==> src/rtl/aes_package.sv <==
// Shared types for the AES stream engine: controller/engine handshake structs,
// engine state encoding and block geometry.
package aes_package;

    localparam int AES_CNT_W           = 16;
    localparam int AES_WORDS_PER_BLOCK = 4;

    typedef enum logic [2:0] {
        ENG_IDLE,
        ENG_LOAD,
        ENG_CORE_START,
        ENG_CORE_WAIT,
        ENG_DRAIN,
        ENG_DONE
    } aes_eng_state_t;

    typedef struct packed {
        logic                 enable;
        logic                 clear;
        logic                 start;
        logic [AES_CNT_W-1:0] n_blocks;
    } ctrl_engine_t;

    typedef struct packed {
        logic                 busy;
        logic                 done;
        logic [AES_CNT_W-1:0] block_cnt;
    } flags_engine_t;

endpackage

==> src/rtl/aes_word_unpacker.sv <==
// Holds one 128-bit ciphertext block and presents it as four 32-bit words,
// most significant word first, over a valid/ready stream.
module aes_word_unpacker
    import aes_package::*;
#(
    parameter int DW = 32
) (
    input  logic                              clk,
    input  logic                              reset_n,
    input  logic                              i_clear,
    input  logic                              i_capture,
    input  logic [DW*AES_WORDS_PER_BLOCK-1:0] i_block,
    input  logic                              i_ready,
    output logic [DW-1:0]                     o_data,
    output logic                              o_valid,
    output logic                              o_last
);

    localparam int WC_W = $clog2(AES_WORDS_PER_BLOCK);

    logic [AES_WORDS_PER_BLOCK-1:0][DW-1:0] r_block;
    logic [WC_W-1:0]                        r_word_cnt;
    logic                                   r_valid;
    logic                                   w_hs;
    logic [WC_W-1:0]                        w_sel;

    assign w_hs    = r_valid & i_ready;
    assign o_last  = w_hs && (r_word_cnt == WC_W'(AES_WORDS_PER_BLOCK - 1));
    assign w_sel   = WC_W'(AES_WORDS_PER_BLOCK - 1) - r_word_cnt;
    assign o_data  = r_block[w_sel];
    assign o_valid = r_valid;

    // Valid and data only change on capture, handshake or clear, so they hold while stalled.
    always_ff @(posedge clk or negedge reset_n) begin
        if (!reset_n) begin
            r_block    <= '0;
            r_word_cnt <= '0;
            r_valid    <= 1'b0;
        end else if (i_clear) begin
            r_block    <= '0;
            r_word_cnt <= '0;
            r_valid    <= 1'b0;
        end else if (i_capture) begin
            r_block    <= i_block;
            r_word_cnt <= '0;
            r_valid    <= 1'b1;
        end else if (w_hs) begin
            r_word_cnt <= r_word_cnt + WC_W'(1);
            if (o_last) begin
                r_valid <= 1'b0;
            end
        end
    end

endmodule

==> src/rtl/aes_stream_engine.sv <==
// AES HWPE engine: packs the 32-bit plaintext stream into 128-bit blocks,
// runs each through the AES core and streams the ciphertext back out.
module aes_stream_engine
    import aes_package::*;
#(
    parameter int DW    = 32,
    parameter int CNT_W = AES_CNT_W
) (
    input  logic                              clk,
    input  logic                              reset_n,
    input  logic                              clear,
    input  ctrl_engine_t                      ctrl_i,
    output flags_engine_t                     flags_o,
    input  logic [DW-1:0]                     pt_data_i,
    input  logic                              pt_valid_i,
    output logic                              pt_ready_o,
    output logic [DW-1:0]                     ct_data_o,
    output logic                              ct_valid_o,
    input  logic                              ct_ready_i,
    output logic                              core_start_o,
    output logic [DW*AES_WORDS_PER_BLOCK-1:0] core_block_o,
    input  logic                              core_done_i,
    input  logic [DW*AES_WORDS_PER_BLOCK-1:0] core_block_i
);

    localparam int WC_W = $clog2(AES_WORDS_PER_BLOCK);

    aes_eng_state_t                         r_state;
    aes_eng_state_t                         w_state_nxt;
    logic [AES_WORDS_PER_BLOCK-1:0][DW-1:0] r_pt_block;
    logic [WC_W-1:0]                        r_load_cnt;
    logic [CNT_W-1:0]                       r_n_blocks;
    logic [CNT_W-1:0]                       r_block_cnt;

    logic            w_clear;
    logic            w_start;
    logic            w_pt_hs;
    logic            w_load_last;
    logic            w_capture;
    logic            w_out_last;
    logic [WC_W-1:0] w_load_sel;
    logic [CNT_W-1:0] w_block_cnt_nxt;

    assign w_clear         = clear | ctrl_i.clear;
    assign w_start         = ctrl_i.start & ctrl_i.enable;
    assign w_pt_hs         = (r_state == ENG_LOAD) & pt_valid_i;
    assign w_load_last     = w_pt_hs && (r_load_cnt == WC_W'(AES_WORDS_PER_BLOCK - 1));
    assign w_load_sel      = WC_W'(AES_WORDS_PER_BLOCK - 1) - r_load_cnt;
    assign w_capture       = (r_state == ENG_CORE_WAIT) & core_done_i;
    assign w_block_cnt_nxt = r_block_cnt + CNT_W'(1);
    assign core_block_o    = r_pt_block;

    // NOTE: sequential state uses non-blocking assignments so every register
    // samples pre-edge values regardless of process evaluation order.
    always_ff @(posedge clk or negedge reset_n) begin
        if (!reset_n) begin
            r_state <= ENG_IDLE;
        end else begin
            r_state <= w_state_nxt;
        end
    end

    // NOTE: every output and the next state get a default before the case, so
    // no path through this block can leave a variable unassigned (no latches).
    always_comb begin
        w_state_nxt       = r_state;
        pt_ready_o        = 1'b0;
        core_start_o      = 1'b0;
        flags_o.busy      = (r_state != ENG_IDLE);
        flags_o.done      = 1'b0;
        flags_o.block_cnt = r_block_cnt;
        unique case (r_state)
            ENG_IDLE: begin
                if (w_start) begin
                    w_state_nxt = (ctrl_i.n_blocks == '0) ? ENG_DONE : ENG_LOAD;
                end
            end
            ENG_LOAD: begin
                pt_ready_o = 1'b1;
                if (w_load_last) w_state_nxt = ENG_CORE_START;
            end
            ENG_CORE_START: begin
                core_start_o = 1'b1;
                w_state_nxt  = ENG_CORE_WAIT;
            end
            ENG_CORE_WAIT: begin
                if (core_done_i) w_state_nxt = ENG_DRAIN;
            end
            ENG_DRAIN: begin
                if (w_out_last) begin
                    w_state_nxt = (w_block_cnt_nxt == r_n_blocks) ? ENG_DONE : ENG_LOAD;
                end
            end
            ENG_DONE: begin
                flags_o.done = 1'b1;
                w_state_nxt  = ENG_IDLE;
            end
            default: w_state_nxt = ENG_IDLE;
        endcase
        if (w_clear) w_state_nxt = ENG_IDLE;
    end

    // NOTE: the plaintext block register is reset and cleared like control state,
    // so core_block_o is a defined zero after reset and never leaks a discarded block.
    always_ff @(posedge clk or negedge reset_n) begin
        if (!reset_n) begin
            r_pt_block  <= '0;
            r_load_cnt  <= '0;
            r_n_blocks  <= '0;
            r_block_cnt <= '0;
        end else if (w_clear) begin
            r_pt_block  <= '0;
            r_load_cnt  <= '0;
            r_n_blocks  <= '0;
            r_block_cnt <= '0;
        end else begin
            unique case (r_state)
                ENG_IDLE: begin
                    if (w_start) begin
                        r_n_blocks  <= ctrl_i.n_blocks;
                        r_block_cnt <= '0;
                        r_load_cnt  <= '0;
                    end
                end
                ENG_LOAD: begin
                    if (w_pt_hs) begin
                        r_pt_block[w_load_sel] <= pt_data_i;
                        r_load_cnt             <= r_load_cnt + WC_W'(1);
                    end
                end
                ENG_DRAIN: begin
                    if (w_out_last) r_block_cnt <= w_block_cnt_nxt;
                end
                default: ;
            endcase
        end
    end

    aes_word_unpacker #(
        .DW(DW)
    ) u_unpacker (
        .clk      (clk),
        .reset_n  (reset_n),
        .i_clear  (w_clear),
        .i_capture(w_capture),
        .i_block  (core_block_i),
        .i_ready  (ct_ready_i),
        .o_data   (ct_data_o),
        .o_valid  (ct_valid_o),
        .o_last   (w_out_last)
    );

endmodule

==> config.mk <==
export PLATFORM = sky130hd
export DESIGN_NAME = aes_stream_engine
export DESIGN_NICKNAME = d
export VERILOG_FILES = /design/src/rtl/aes_package.sv /design/src/rtl/aes_word_unpacker.sv /design/src/rtl/aes_stream_engine.sv
export SDC_FILE = /design/constraint.sdc
export NUM_CORES = 1
export LEC_CHECK = 0
export CORE_UTILIZATION = 28
export CTS_BUF_LIST = sky130_fd_sc_hd__clkbuf_16
export DETAILED_ROUTE_END_ITERATION = 6
export PLACE_DENSITY = 0.6
export SYNTH_ARGS = -nofsm -noshare
export SYNTH_HDL_FRONTEND = slang
export SYNTH_SLANG_ARGS = --single-unit
==> constraint.sdc <==
create_clock -name clk -period 3.29 [get_ports clk]
set_input_delay 0.658 -clock clk [delete_from_list [all_inputs] [get_ports clk]]
set_output_delay 0.658 -clock clk [all_outputs]
set_load 0.02 [all_outputs]
==> results.json <==
{
  "cts_sinks": 296,
  "reg2reg_from": "r_block_cnt[0]",
  "yosysTopAreaCell": "dfrtp_1",
  "peakVddDrop_mv": 0.362,
  "yosys_warnings": 0,
  "drtIter0Drc": 825,
  "drt-vias-per-instance": 4.86,
  "grt.met3_usage": 0.0515,
  "critPathArrivalTime_ns": 2.46,
  "synthArstFlopShare": 1.00,
  "synth_edf_count": 0,
  "report.final.hold_viol_count": 0,
  "worst-path-buf-inv": 2,
  "grt-ovfl-total": 0,
  "rsz0062_at_grt": "false",
  "final_nets": 1918,
  "yosys-top-cells-area": "dfrtp_1, nand2_1, a21oi_1",
  "setup-violations-final": 0,
  "synth_commonest_cells": "nand2_1, dfrtp_1, a21oi_1",
  "h-tree-depth": 2,
  "clk_latency_ns": 0.54,
  "wl_mm": 43.2,
  "fp.dieW_um": 218,
  "synthCells": 1398,
  "slew_headroom": -0.0394,
  "crit_family": "buffers and inverters",
  "rows": 78,
  "leakage_nw": 7.41,
  "grt_max_degree": 236,
  "mappedNetlistNets": 1589,
  "slew_viol_final": 81,
  "drc_errors": 0,
  "cp.required_ns": 2.63,
  "cp_slowest_stage_delay_ns": 0.56,
  "core_region_area_um2": 45800,
  "hold_slack_ns": 0.138,
  "yosys.area.top_type_share": 0.565,
  "gp_congestion": 0.839,
  "tightest_slew_ns": 1.56,
  "period_share": 0.947,
  "p_per_area_nw_per_um2": 430,
  "dr.pass1.iters": 5,
  "ant_nets": 0,
  "hpwlAfterDp_mm": 29.5,
  "ys_seq_area_frac": 0.565,
  "multi_input_area_um2": 5310,
  "finClkSkew_ns": 0.0105,
  "clkSlewWorstSetupHoldPaths_ns": 0.06,
  "crit_start": "u_unpacker.r_word_cnt[0]",
  "synth-seq-cells": 296,
  "drive_gt1_frac": 0.0684,
  "grt_pass1_vias": 11455,
  "die-height_um": 218,
  "start_util": 0.286,
  "post_synth.cell_area_avg_um2": 9.37,
  "crit_chain": "buf_4 -> mux4_2 -> clkdlybuf4s50_1",
  "antenna_found_initial": 5,
  "fmax_mhz": 321,
  "critPathLaunchType": "flop",
  "dr_total_vias": 11446,
  "hold_class": "input pin to async pin",
  "clock_path_buffers": 3,
  "period_needed_ns": 3.12,
  "track_usage": 0.180,
  "worstPathMaxFanout": 9,
  "end_kind": "output pin",
  "crit_slowest_cell": "clkdlybuf4s50_1",
  "wl_per_cell_um": 18.4,
  "tns_ns": 0,
  "syn_area_um2": 13100,
  "port_buffers": 365,
  "filler_cell_count": 4493,
  "areaGrowthSynthToFinish_pct": 42.3,
  "synth_ff_type": "dfrtp_1",
  "cts_buffers": 36,
  "cts_tree": "yes",
  "use_met1": 0.234,
  "gr-usage-met2": 0.290,
  "grt_pass1_wl_mm": 66.8,
  "grt-busiest-layer": "met2",
  "synthDistinctLibCells": 46,
  "drv_cap": 0,
  "synth_most_common_cell": "nand2_1",
  "die_area_um2": 47700,
  "critical_path_class": "flop to output pin",
  "io_pins": 366,
  "seq_area_um2": 7410,
  "violations": "max-slew violations",
  "root_buffer": "clkbuf_16",
  "outcome": "finished, violations left"
}
==> cells by family after synthesis <==
group	Yosys count	synth area share
buffers and inverters	108	0.0313
xor gates and xnor gates	20	0.0134
DFF	296	0.565
adders and majority gates	6	0.00573
AOI/OAI and AO/OA	322	0.137
muxes	36	0.0581
and+or+nand+nor	610	0.189
==> routing by layer <==
metal,routed length [um],share of wire
met1,18200,0.42
met2,20900,0.48
met3,2950,0.068
met4,1160,0.027
met5,41,0.00095
==> layout make-up <==
type / instances / share of cell area
flip-flops and latches: 296 / 0.397
clock inverters: 28 / 0.0109
diodes: 2 / 0.000268
repair buffers: 396 / 0.216
inverters: 3 / 0.000604
multi-input cells: 994 / 0.285
well taps: 600 / 0.0403
clock buffers: 37 / 0.0496
==> sequential cells by signal (all words and copies together), names as in the netlist <==
register / cells
core_block_o: 128
r_block_cnt: 16
r_load_cnt: 2
r_n_blocks: 16
r_state: 3
u_unpacker.o_valid: 1
u_unpacker.r_block: 128
u_unpacker.r_word_cnt: 2
==> repair_timing <==
item                       in CTS  in global routing
buffers inserted                0                  0
hold buffers                    0                  0
hold endpoints to repair        0                  0
gates resized for setup         0                  1
setup endpoints to repair       0                  9
==> per-stage QoR <==
step	setup WS, ns	power [mW]	instances	util	area [um^2]
5_1_grt	0.0459	8.31	2355	0.407	18600
2_1_floorplan	0.830	3.85	1398	-	13100
4_1_cts	0.0158	8.14	2354	0.407	18600
3_3_place_gp	0.331	4.25	2289	0.383	17500
6_report	0.175	8.01	2356	0.407	18600
3_5_place_dp	0.308	4.25	2289	0.383	17500
==> path summary, 6_finish.rpt <==
| check | endpoint | slack (ns) | cells after the start |
|---|---|---|---|
| hold / removal | core_block_o[44] | 0.14 | 1 |
| min in group clk | r_n_blocks[7] | 0.50 | 2 |
| max in group asynchronous | r_n_blocks[4] | 2.33 | 2 |
| hold reg to reg | r_n_blocks[7] | 0.50 | 2 |
| setup / recovery | ct_data_o[18] | 0.17 | 3 |
| setup reg to reg | r_state[2] | 0.58 | 7 |
==> power breakdown <==
group	leakage [nW]	internal (mW)	switching [mW]
combinational	2.69	0.250	0.258
sequential	4.13	3.66	0.0127
clock	0.594	2.27	1.57
==> cell usage in the layout, fill, tap and decap left out, types with 5 or more instances in the layout <==
cell type        count
a21oi_1            236
a22o_1              33
buf_12              11
buf_4               20
clkbuf_16           37
clkdlybuf4s50_1    364
clkinv_1             6
dfrtp_1            295
ha_1                 6
inv_1               16
mux4_2              32
nand2_1            508
nand3_1             24
nand4_1              5
nor2_1              29
nor3_1               8
nor4_1               5
o21ai_0             22
o21ai_1              7
o31ai_1              9
xnor2_1             12
xor2_1               8
Note: power is estimated with default switching activity, not from simulation.
